### src/rtl/range_seq_pkg.sv
// Shared types and constants for the range-finder sequencer.
package range_seq_pkg;

  typedef enum logic [2:0] {
    IDLE  = 3'd0,
    ARM   = 3'd1,
    RUN   = 3'd2,
    DRAIN = 3'd3,
    HOLD  = 3'd4
  } state_t;

  localparam int WIDTH_DEF    = 10;
  localparam int CNT_W_DEF    = 8;
  localparam int DRAIN_CYCLES = 2;

endpackage

### src/rtl/range_sequencer.sv
// Frames fixed-length windows from a gappy sample stream, drives the range finder's go/finish/data
// pins and holds the captured range plus sticky error on a valid/ready result port.
module range_sequencer
  import range_seq_pkg::*;
#(
  parameter int WIDTH = WIDTH_DEF,
  parameter int CNT_W = CNT_W_DEF
) (
  input  logic             clock,
  input  logic             reset,
  input  logic             start,
  input  logic             continuous,
  input  logic             abort,
  input  logic [CNT_W-1:0] win_len,
  input  logic [WIDTH-1:0] sample_in,
  input  logic             sample_valid,
  output logic [WIDTH-1:0] rf_data,
  output logic             rf_go,
  output logic             rf_finish,
  input  logic [WIDTH-1:0] rf_range,
  input  logic             rf_error,
  output logic [WIDTH-1:0] result,
  output logic             result_error,
  output logic             result_valid,
  input  logic             result_ready,
  output logic             busy,
  output logic             drop
);

  state_t           state_q, state_d;
  logic [CNT_W-1:0] len_q, len_d;
  logic [CNT_W-1:0] cnt_q, cnt_d;
  logic [WIDTH-1:0] last_q, last_d;
  logic [WIDTH-1:0] rf_data_q, rf_data_d;
  logic             rf_go_q, rf_go_d;
  logic             rf_finish_q, rf_finish_d;
  logic [WIDTH-1:0] result_q, result_d;
  logic             result_error_q, result_error_d;
  logic             err_q, err_d;
  logic [1:0]       drain_q, drain_d;
  logic             drop_q, drop_d;
  logic             rearm;

  always_comb begin
    state_d        = state_q;
    len_d          = len_q;
    cnt_d          = cnt_q;
    last_d         = last_q;
    rf_data_d      = rf_data_q;
    rf_go_d        = 1'b0;
    rf_finish_d    = 1'b0;
    result_d       = result_q;
    result_error_d = result_error_q;
    err_d          = err_q;
    drain_d        = drain_q;
    rearm          = 1'b0;
    drop_d         = sample_valid && (state_q inside {IDLE, DRAIN, HOLD});

    // Finder is open from the go cycle through capture; any error in that span sticks.
    if (state_q inside {RUN, DRAIN}) begin
      err_d = err_q | rf_error;
    end

    if (abort) begin
      if (state_q == RUN) begin
        rf_finish_d = 1'b1;
        rf_data_d   = last_q;
      end
      state_d = IDLE;
    end else begin
      case (state_q)
        IDLE: begin
          rearm = start;
        end
        ARM: begin
          if (sample_valid) begin
            rf_go_d   = 1'b1;
            rf_data_d = sample_in;
            last_d    = sample_in;
            cnt_d     = CNT_W'(1);
            state_d   = RUN;
          end
        end
        RUN: begin
          // Repeating the last seen value during gaps leaves max-min unchanged.
          rf_data_d = sample_valid ? sample_in : last_q;
          if (sample_valid) begin
            last_d = sample_in;
            cnt_d  = cnt_q + CNT_W'(1);
            if (cnt_q == len_q - CNT_W'(1)) begin
              rf_finish_d = 1'b1;
              drain_d     = 2'd0;
              state_d     = DRAIN;
            end
          end
        end
        DRAIN: begin
          if (drain_q == 2'(DRAIN_CYCLES - 1)) begin
            result_d       = rf_range;
            result_error_d = err_q | rf_error;
            state_d        = HOLD;
          end else begin
            drain_d = drain_q + 2'd1;
          end
        end
        HOLD: begin
          if (result_ready) begin
            state_d = IDLE;
            rearm   = continuous;
          end
        end
        default: state_d = IDLE;
      endcase

      // Windows shorter than two samples never open the finder and report a zero range.
      if (rearm) begin
        len_d = win_len;
        if (win_len >= CNT_W'(2)) begin
          err_d   = 1'b0;
          state_d = ARM;
        end else begin
          result_d       = '0;
          result_error_d = 1'b0;
          state_d        = HOLD;
        end
      end
    end
  end

  always_ff @(posedge clock) begin
    if (reset) begin
      state_q        <= IDLE;
      len_q          <= '0;
      cnt_q          <= '0;
      last_q         <= '0;
      rf_data_q      <= '0;
      rf_go_q        <= 1'b0;
      rf_finish_q    <= 1'b0;
      result_q       <= '0;
      result_error_q <= 1'b0;
      err_q          <= 1'b0;
      drain_q        <= 2'd0;
      drop_q         <= 1'b0;
    end else begin
      state_q        <= state_d;
      len_q          <= len_d;
      cnt_q          <= cnt_d;
      last_q         <= last_d;
      rf_data_q      <= rf_data_d;
      rf_go_q        <= rf_go_d;
      rf_finish_q    <= rf_finish_d;
      result_q       <= result_d;
      result_error_q <= result_error_d;
      err_q          <= err_d;
      drain_q        <= drain_d;
      drop_q         <= drop_d;
    end
  end

  assign rf_data      = rf_data_q;
  assign rf_go        = rf_go_q;
  assign rf_finish    = rf_finish_q;
  assign result       = result_q;
  assign result_error = result_error_q;
  assign result_valid = (state_q == HOLD);
  assign busy         = (state_q != IDLE);
  assign drop         = drop_q;

endmodule
### config.mk
export PLATFORM = sky130hd
export DESIGN_NAME = range_sequencer
export DESIGN_NICKNAME = d
export VERILOG_FILES = /design/src/rtl/range_seq_pkg.sv /design/src/rtl/range_sequencer.sv
export SDC_FILE = /design/constraint.sdc
export NUM_CORES = 1
export LEC_CHECK = 0
export BUFFER_PORTS_ARGS = -buffer_cell sky130_fd_sc_hd__buf_4
export CAP_MARGIN = 20
export CELL_PAD_IN_SITES_DETAIL_PLACEMENT = 1
export CELL_PAD_IN_SITES_GLOBAL_PLACEMENT = 2
export CORE_MARGIN = 8
export CORE_UTILIZATION = 31
export CTS_CLUSTER_DIAMETER = 150
export DETAILED_ROUTE_END_ITERATION = 6
export HOLD_SLACK_MARGIN = 0.08
export PLACE_DENSITY = 0.75
export SLEW_MARGIN = 20
export SYNTH_ARGS = -nofsm -noshare
export SYNTH_HDL_FRONTEND = slang
export SYNTH_SLANG_ARGS = --single-unit
export TNS_END_PERCENT = 100
### constraint.sdc
create_clock -name clock -period 2.15 [get_ports clock]
set_input_delay 0.1075 -clock clock [delete_from_list [all_inputs] [get_ports clock]]
set_output_delay 0.1075 -clock clock [all_outputs]
set_load 0.03 [all_outputs]
== After elaboration in Yosys (flattened, before gate mapping) ==
Index checks and enable logic that the tools add are counted.
Word-level totals
  flip-flop bits (word level): 56
  logic and storage cells: 93
  input port bits: 36
  output and inout port bits: 26
Cells by class
  reduce and logical (&&, ||, !) cells: 15
  $lt $le $gt $ge: 1
  bitwise gates (word level): 3
  eq/ne operators: 18
  muxes and demuxes: 41
  add/sub/neg operators: 3
Operator list (count)
  $mux W10: 8
  $mux W3: 7
  $pmux W10 S2: 1
  $mux W1: 16
  $mux W8: 2
  $pmux W8 S2: 1
  $pmux W3 S5: 1
  $ne A3 B1 Y1 const B: 3
  $add A8 B1 Y8 const B: 1
  $eq A8 B8 Y1: 1
  $ge A8 B2 Y1 const B: 1
  $sub A8 B1 Y8 const B: 1
  $eq A3 B2 Y1 const B: 2
  $mux W2: 3
  $ne A2 B1 Y1 const B: 3
  $ne A2 B2 Y1 const B: 3
  $ne A3 B3 Y1 const B: 2
  $reduce_and A6 Y1: 1
  $reduce_bool A3 Y1: 2
  $reduce_and A5 Y1: 1
  $pmux W2 S2: 1
  $reduce_and A2 Y1: 2
  $reduce_and A4 Y1: 1
  $reduce_bool A2 Y1: 2
  other kinds (13): 15

== Depth between registers and ports, before layout ==
Gate-level depths: netlist of run 1.
  word-level depth: 6
  mapped depth: 7

== Least setup slack after synthesis of run 1 ==
OpenSTA, ideal clock, no wires.
  path kind: register to register
  start: reg len_q[0]
  end: reg rf_finish_q, in the netlist rf_finish
  period minus slack after synthesis: 1.706 ns
  library setup time: 0.079 ns
  cell stages (with the launch flop): 6
  path buffers: 0
  data arrival time: 1.627 ns
  setup slack: 0.444 ns
  cells stage by stage: dfxtp_1 -> or3_4 -> o31a_1 -> nor4_4 -> o2111ai_2 -> a211oi_2
On the way
  longest elaborated chain between the ends: 6
Ends and longest elaborated chain
  start, declared: line range_sequencer.sv:31  | logic [CNT_W-1:0] len_q, len_d;
  start signal, assigned: line range_sequencer.sv:146  | len_q <= len_d;
  $sub A8 B1 Y8: line range_sequencer.sv:90  | if (cnt_q == len_q - CNT_W'(1)) begin
  $eq A8 B8 Y1: line range_sequencer.sv:90
  $mux W1: line range_sequencer.sv:90
  $mux W1: line range_sequencer.sv:87  | if (sample_valid) begin
  $mux W1: line range_sequencer.sv:71  | case (state_q)
  $mux W1: line range_sequencer.sv:64  | if (abort) begin
  end signal, assigned: line range_sequencer.sv:151  | rf_finish_q <= rf_finish_d;
  end, declared: line range_sequencer.sv:36  | logic rf_finish_q, rf_finish_d;
No other way between the ends.
A chain may end at the register's enable or synchronous reset.

== Worst setup path after layout of run 1 ==
  start: in win_len[6]
  end: reg result_error_q, in the netlist result_error
On the way
  longest elaborated chain between the ends: 3
Ends and longest elaborated chain
  start, declared: line range_sequencer.sv:14  | input logic [CNT_W-1:0] win_len,
  $ge A8 B2 Y1: line range_sequencer.sv:118  | if (win_len >= CNT_W'(2)) begin
  $mux W1: line range_sequencer.sv:118
  $mux W1: line range_sequencer.sv:116  | if (rearm) begin
  end signal, assigned: line range_sequencer.sv:153  | result_error_q <= result_error_d;
  end, declared: line range_sequencer.sv:38  | logic result_error_q, result_error_d;
No other way between the ends.

==> metrics.md, run 1 <==
| Metric | Value |
|---|---|
| Outcome | `complete, no violations` |
| Min-delay worst type | `input port to flop` |
| Placer Congestion | `0.740` |
| Clock-pin slew on the worst setup and hold paths | `0.11 ns` |
| #FFs+latches synth | `56` |
| Fraction of layout cells with a size suffix above 1 | `21.6%` |
| Clock Sinks | `56` |
| Max-Cap Viols | `0` |
| Clock Skews | `0.0159 ns` |
| Largest net degree at the start of global routing | `45` |
| FILL cells | `984` |
| Number of buffers created by CTS | `5` |
| Mean Syn Cell Area | `8.42 µm²` |
| Antenna diodes | `0` |
| Routed Antenna Nets | `0` |
| NumNets Final | `436` |
| Die height | `108 µm` |
| H-tree Lvls | `2` |
| DRT Pass-1 Iters | `4` |
| Worst Max-Slew Pin Slew | `0.482 ns` |
| Fin cells | `503` |
| CTS Root Cell | `clkbuf_8` |
| Ys Warns | `0` |
| DRT iter0 DRCs | `24` |
| PD cells | `566 nW/µm²` |
| Final worst path period need | `2.01 ns` |
| LEAKAGE | `0.00143 µW` |
| First-pass GRT wire length | `12.7 mm` |
| Via Count | `2,434` |
| Core area | `8180 µm²` |
| GRT met2 Usage | `22.9%` |
| CP Max Fanout | `11` |
| Mapped Area | `2610 µm²` |
| WL final | `7.71 mm` |
| Most frequent cells in the layout | `buf_4 (70), dfxtp_1 (56), nand2_1 (51)` |
| Final Hold Fails | `0` |
| Met3 usage | `3.11%` |
| Cell count after synthesis | `310` |
| Total die area | `11,600 µm²` |
| Worst setup margin | `0.137 ns` |
| Avg WL per Cell | `15.3 µm` |
| Multi-input combinational cell area | `1380 µm²` |
| Crit start category | `input port` |
| TritonCTS clock tree | `built` |
| IO Pins | `62` |
| Area Overhead vs Synth | `37.4%` |
| Setup bufs post-CTS | `0` |
| Synth unique cells | `45` |
| Post-synthesis sequential area ratio | `42.9%` |
| Commonest non-fill, non-tap cell in the layout | `buf_4` |
| Fraction of registers with async set/reset | `0%` |
| Clk_lat worst skew | `0.32 ns` |
| DRC | `0` |
| Critical Path Sink Type | `flop` |
| Initial antenna violation count | `0` |
| Max Slew Vio Count | `0` |
| Grt ovf | `0` |
| GR Layer Usage met1 | `16.7%` |
| Post-cts sizing count | `0` |
| Number of global-route vias before repair | `2,554` |
| # placed instances | `464` |
| Storage cell area | `1120 µm²` |
| Rows | `33` |
| Unrepaired setup endpoints after global routing | `no` |
| Peak Freq | `497 MHz` |
| Clk buf depth | `2` |
| Pre-CTS worst setup slack | `0.309 ns` |
| Post-synth EDFFs | `0` |
| Vias/cell | `4.84` |
| Max_slew headroom | `67.8%` |
| DP Wirelength | `5.46 mm` |
| R2R setup slack | `0.27 ns` |
| CP arrival | `2.22 ns` |
| Final period util | `93.6%` |
| CP Class | `input port to flop` |
| Die width | `108 µm` |
| GRT busiest layer | `met2` |
| Final Setup Violations | `0` |
| Maximum VDD drop | `0.254 mV` |
| Gr usage total | `13.6%` |
| TNS Setup | `0 ns` |
| Input/output buffers | `61` |
| Initial Utilization | `31.9%` |
| Top_reg_cell synth | `dfxtp_1` |
| Mapped Nets | `349` |
| Critical Path RT | `2.35 ns` |
what timing repair did:
action / CTS / global route
hold buffers: 31 / 0
hold endpoints to repair: 30 / 0
endpoints found under the setup margin: 0 / 0
final timing paths:
kind                                 start           end  depth (start not counted)
worst min register to register   result[7]     result[7]                          2
worst max-delay path            win_len[6]  result_error                          7
worst max register to register    len_q[0]     rf_finish                          7
worst min-delay path                 abort    state_q[2]                          2
Yosys cell counts (all sizes together) (7+ instances only):
library cell | count | area share, %
nor2 | 34 | 5.0
mux2i | 19 | 7.3
nand2 | 51 | 7.3
a21oi | 25 | 4.8
nor4 | 7 | 2.5
inv | 8 | 1.2
dfxtp | 56 | 43
a211oi | 12 | 3.6
xnor2 | 9 | 3.0
clkbuf | 15 | 2.2
nor3 | 11 | 2.1
sequential cells by signal, indices dropped and copies added (netlist names):
name,count
cnt_q,8
drain_q,2
drop,1
err_q,1
last_q,10
len_q,8
result,10
result_error,1
rf_data,10
rf_finish,1
rf_go,1
state_q,3
per-layer routing:
metal / part of all wire (%) / routed length, µm
met1: 47 / 3610
met4: 1.2 / 90
met5: 0 / 0
met3: 3.6 / 279
met2: 48 / 3730
area by class of cell:
class	count	share of cell area, %
Clock inverter	3	0.732
Clock buffer	5	1.92
Timing Repair Buffer	101	23.3
Multi-Input combinational cell	225	38.3
Inverter	8	0.837
Sequential cell	56	31.2
Tap cell	105	3.66
cells by family (layout without fill, tap and decap cells):
group | after synthesis | in the layout | synth area share (%)
AO/OA/AOI/OAI | 60 | 60 | 15.7
XOR/XNOR | 15 | 15 | 5.03
adder cells (fa/ha/maj) | 3 | 3 | 1.44
buffers and inverters | 29 | 117 | 4.41
flip-flops | 56 | 56 | 42.9
multiplexers | 19 | 19 | 7.28
AND/OR/NAND/NOR | 128 | 128 | 23.2
through the flow:
stage          area (µm²)  hold slack (ns)  total power (µW)  utilization, %
2_1_floorplan        2610            0.243              1280               -
3_3_place_gp         3180            0.352              1390            38.9
3_5_place_dp         3180            0.361              1390            38.9
4_1_cts              3590           0.0812              2070            43.9
5_1_grt              3590            0.102              2130            43.9
6_report             3590           0.0909              2030            43.9
critical path: stages:
cell,delay [ns]
dlygate4sd3_1,0.54
buf_4,0.14
or4_1,0.54
nor4_1,0.23
buf_4,0.18
a21o_1,0.37
nor3_1,0.10
power by group:
part,leakage (µW),internal (µW),switching (µW)
clock network,0.0000423,238,383
logic,0.000933,167,160
registers,0.000453,1060,25.2
total,0.00143,1460,568
Note: power is estimated with default switching activity, not from simulation.
==> run 2: changes to the inputs <==
--- a/config.mk
+++ b/config.mk
@@ -5,16 +5,17 @@
 export SDC_FILE = /design/constraint.sdc
 export NUM_CORES = 1
 export LEC_CHECK = 0
+export ABC_AREA = 1
 export BUFFER_PORTS_ARGS = -buffer_cell sky130_fd_sc_hd__buf_4
 export CAP_MARGIN = 20
 export CELL_PAD_IN_SITES_DETAIL_PLACEMENT = 1
 export CELL_PAD_IN_SITES_GLOBAL_PLACEMENT = 2
 export CORE_MARGIN = 8
-export CORE_UTILIZATION = 31
+export CORE_UTILIZATION = 29
 export CTS_CLUSTER_DIAMETER = 150
 export DETAILED_ROUTE_END_ITERATION = 6
 export HOLD_SLACK_MARGIN = 0.08
-export PLACE_DENSITY = 0.75
+export PLACE_DENSITY = 0.74
 export SLEW_MARGIN = 20
 export SYNTH_ARGS = -nofsm -noshare
 export SYNTH_HDL_FRONTEND = slang
==> constraint.sdc (replaced) <==
create_clock -name clock -period 2.3 [get_ports clock]
set_input_delay 0.115 -clock clock [delete_from_list [all_inputs] [get_ports clock]]
set_output_delay 0.115 -clock clock [all_outputs]
set_load 0.03 [all_outputs]
==> run 2 against run 1 <==
- register-to-register slack improved by 0.06 ns
- largest power group unchanged
- clock power increased by 26%
- sequential share of layout area shrank 0.12 points
- cell area rose by 0.38%
- die area is 13% higher
- synthesized cell count up 30%
==> metrics.md, run 2 <==
| Metric | Value |
|---|---|
| Synth unique cells | `31 (-31%)` |
| Total die area | `13,100 µm² (+13%)` |
| Outcome | `complete, no violations` |
| NumNets Final | `505 (+16%)` |
| Clock Sinks | `56 (unchanged)` |
| Top_reg_cell synth | `dfxtp_1` |
| Crit start category | `flop` |
| PD cells | `591 nW/µm² (+4.3%)` |
| WHS Path Cells | `3 (+1)` |
| Routed Antenna Nets | `0 (unchanged)` |
| Maximum VDD drop | `0.253 mV (-0.29%)` |
| #FFs+latches synth | `56 (unchanged)` |
| Post-synth EDFFs | `0 (unchanged)` |
| RR Endpoint | `result[9]` |
| Hold_ws | `0.0911 ns (+0.000210 ns)` |
| Placer Congestion | `0.785 (+6.0%)` |
| TNS Setup | `0 ns (unchanged)` |
| Most frequent cells in the layout | `nor2_1 (75), nand2_1 (72), buf_4 (66)` |
| Cell count after synthesis | `403 (+30%)` |
| HP Start | `rf_range[1]` |
| Critical Path RT | `2.49 ns (+0.14 ns)` |
| WL final | `8.26 mm (+7.1%)` |
| Core area | `9590 µm² (+17%)` |
| DRT Pass-1 Iters | `4 (unchanged)` |
| Die width | `115 µm (+6.3%)` |
| Worst path max stage delay | `0.43 ns (-0.11 ns)` |
| Unrepaired setup endpoints after global routing | `no` |
| Largest cells by area after synthesis | `dfxtp_1 (40%), nor2_1 (10%), nand2_1 (9.6%)` |
| Initial Utilization | `29.4% (-2.6 points)` |
| First-pass GRT wire length | `13.9 mm (+9.7%)` |
| Worst Max-Slew Pin Slew | `0.494 ns (+0.0119 ns)` |
| Max Slew Vio Count | `0 (unchanged)` |
| Reg2Reg Depth | `8 (+1)` |
| CP Max Fanout | `17 (+6)` |
| Largest net degree at the start of global routing | `26 (-42%)` |
| CP arrival | `2.16 ns (-0.06 ns)` |
| Die height | `115 µm (+6.3%)` |
| Via Count | `2,762 (+13%)` |
| Finished Cell Area | `3600 µm² (+0.38%)` |
| Clock Skews | `0.00849 ns (-0.00743 ns)` |
| Critical Path Sink Type | `flop` |
| Number of buffers created by CTS | `5 (unchanged)` |
| Final Setup Violations | `0 (unchanged)` |
| Area Overhead vs Synth | `27.8%` |
| Input/output buffers | `61 (unchanged)` |
| Final Hold Fails | `0 (unchanged)` |
| Max_slew headroom | `67.0% (-0.83 points)` |
| Pre-CTS worst setup slack | `0.298 ns (-0.0117 ns)` |
| Vias/cell | `4.60 (-4.9%)` |
| Rows | `36 (+9.1%)` |
| Synth cell count leaders | `nor2_1 (75), nand2_1 (72), dfxtp_1 (56)` |
| Fraction of layout cells with a size suffix above 1 | `20.1% (-1.5 points)` |
| Mean Syn Cell Area | `6.99 µm² (-17%)` |
| Mapped Area | `2820 µm² (+7.9%)` |
| TritonCTS clock tree | `built` |
| Biggest area consumer among synthesized cells | `dfxtp_1` |
| H-tree Lvls | `2 (unchanged)` |
| Clock-pin slew on the worst setup and hold paths | `0.11 ns (about the same)` |
| Clk_lat worst skew | `0.31 ns (about the same)` |
| Slowest cell on the critical path | `o21ai_2` |
| Antenna diodes | `0 (unchanged)` |
| Gr usage total | `13.0% (-0.58 points)` |
| Clk buf depth | `2 (unchanged)` |
| Peak Freq | `507 MHz` |
| DRT iter0 DRCs | `115 (+380%)` |
| Commonest non-fill, non-tap cell in the layout | `nor2_1` |
| Synth top area share | `39.8% (-3.1 points)` |
| Max-Cap Viols | `0 (unchanged)` |
| Mapped Nets | `442 (+27%)` |
| Avg WL per Cell | `13.8 µm (-10%)` |
| Number of global-route vias before repair | `2,874 (+13%)` |
| Post-synthesis sequential area ratio | `39.8% (-3.1 points)` |
| LEAKAGE | `0.00156 µW (+9.4%)` |
| Hold endpoint | `result[1]` |
| Grt ovf | `0 (unchanged)` |
| Min-delay worst type | `input port to flop` |
| Initial antenna violation count | `0 (unchanged)` |
| DP Wirelength | `6.31 mm (+16%)` |
| Most frequent cell after synthesis | `nor2_1` |
| Fraction of registers with async set/reset | `0% (unchanged)` |
| Final worst path period need | `1.97 ns` |
| CP Class | `flop to flop` |
| Crit path cell chain | `nor2_1 -> nand2_1 -> o21ai_1 -> inv_2 -> nor2_1 -> inv_2 -> o21ai_2 -> nor3_1` |
| Ys Warns | `0 (unchanged)` |
| IO Pins | `62 (unchanged)` |
| DRC | `0 (unchanged)` |
| R2R setup slack | `0.33 ns (+0.06 ns)` |
| CTS Root Cell | `clkbuf_8` |
| Post-cts sizing count | `0 (unchanged)` |
| Final period util | `85.7%` |
| Placed Area | `3400 µm² (+7.0%)` |
| Pwr Total | `2130 µW (+4.7%)` |
| Worst setup margin | `0.329 ns (+0.192 ns)` |
| R2R Path Start | `state_q[0]` |
run 2: timing repair:
item / 4_1_cts / 5_1_grt
hold endpoints to repair: 6 / 0
buffers inserted: 0 / 0
hold buffers: 6 / 0
run 2: worst max path at each step:
stage	from	end	slack, ns	cells past startpoint
3_5_place_dp	state_q[0]	result[3]	0.30	8
6_report	state_q[0]	result[9]	0.33	8
2_1_floorplan	state_q[2]	result_error	0.44	10
5_1_grt	state_q[0]	result[3]	0.07	8
3_3_place_gp	state_q[0]	result[1]	0.32	8
4_1_cts	state_q[0]	result[3]	0.28	8
run 2: layer usage:
metal  vias to the layer above  GRT usage [%]  wire [µm]
met2                        41           22.7       4010
met5                         -              0          0
li1                       1444              -          -
met1                      1271           15.4       3790
met4                         0           2.93         59
met3                         6           3.59        399
run 2: worst max-delay path, delay by kind of cell (launching register included):
| kind | cells | cell delay (ns) |
|---|---|---|
| AOI/OAI and AO/OA | 2 | 0.71 |
| buffers and inverters | 2 | 0.23 |
| DFF | 1 | 0.38 |
| and+or+nand+nor | 4 | 0.54 |
run 2: stage by stage:
step / utilization [%] / std cells
4_1_cts: 37.5 / 600
2_1_floorplan: - / 403
6_report: 37.5 / 600
3_5_place_dp: 35.5 / 586
3_3_place_gp: 35.5 / 586
5_1_grt: 37.5 / 600
run 2: cell type report:
cell class                 count  area [µm²]
multi-input combinational    289        1460
sequential                    56        1120
inverter                      42         158
clock inverter                 3        68.8
timing repair buffer          72         556
tap                          133         166
clock buffer                   5        68.8
fill                        1232        5990
run 2: where the power goes:
group	total [µW]	switching (µW)	internal (µW)
Sequential	1020	22.3	995
Clock	785	346	439
Combinational	325	190	135
run 2: cell families after synthesis:
logic type | Yosys count | share of synthesized area, %
adders and majority gates | 3 | 1.33
DFF | 56 | 39.8
xor gates and xnor gates | 5 | 1.55
muxes | 14 | 4.97
buffers and inverters | 58 | 8.26
and+or+nand+nor | 192 | 28.4
AOI/OAI and AO/OA | 75 | 15.7
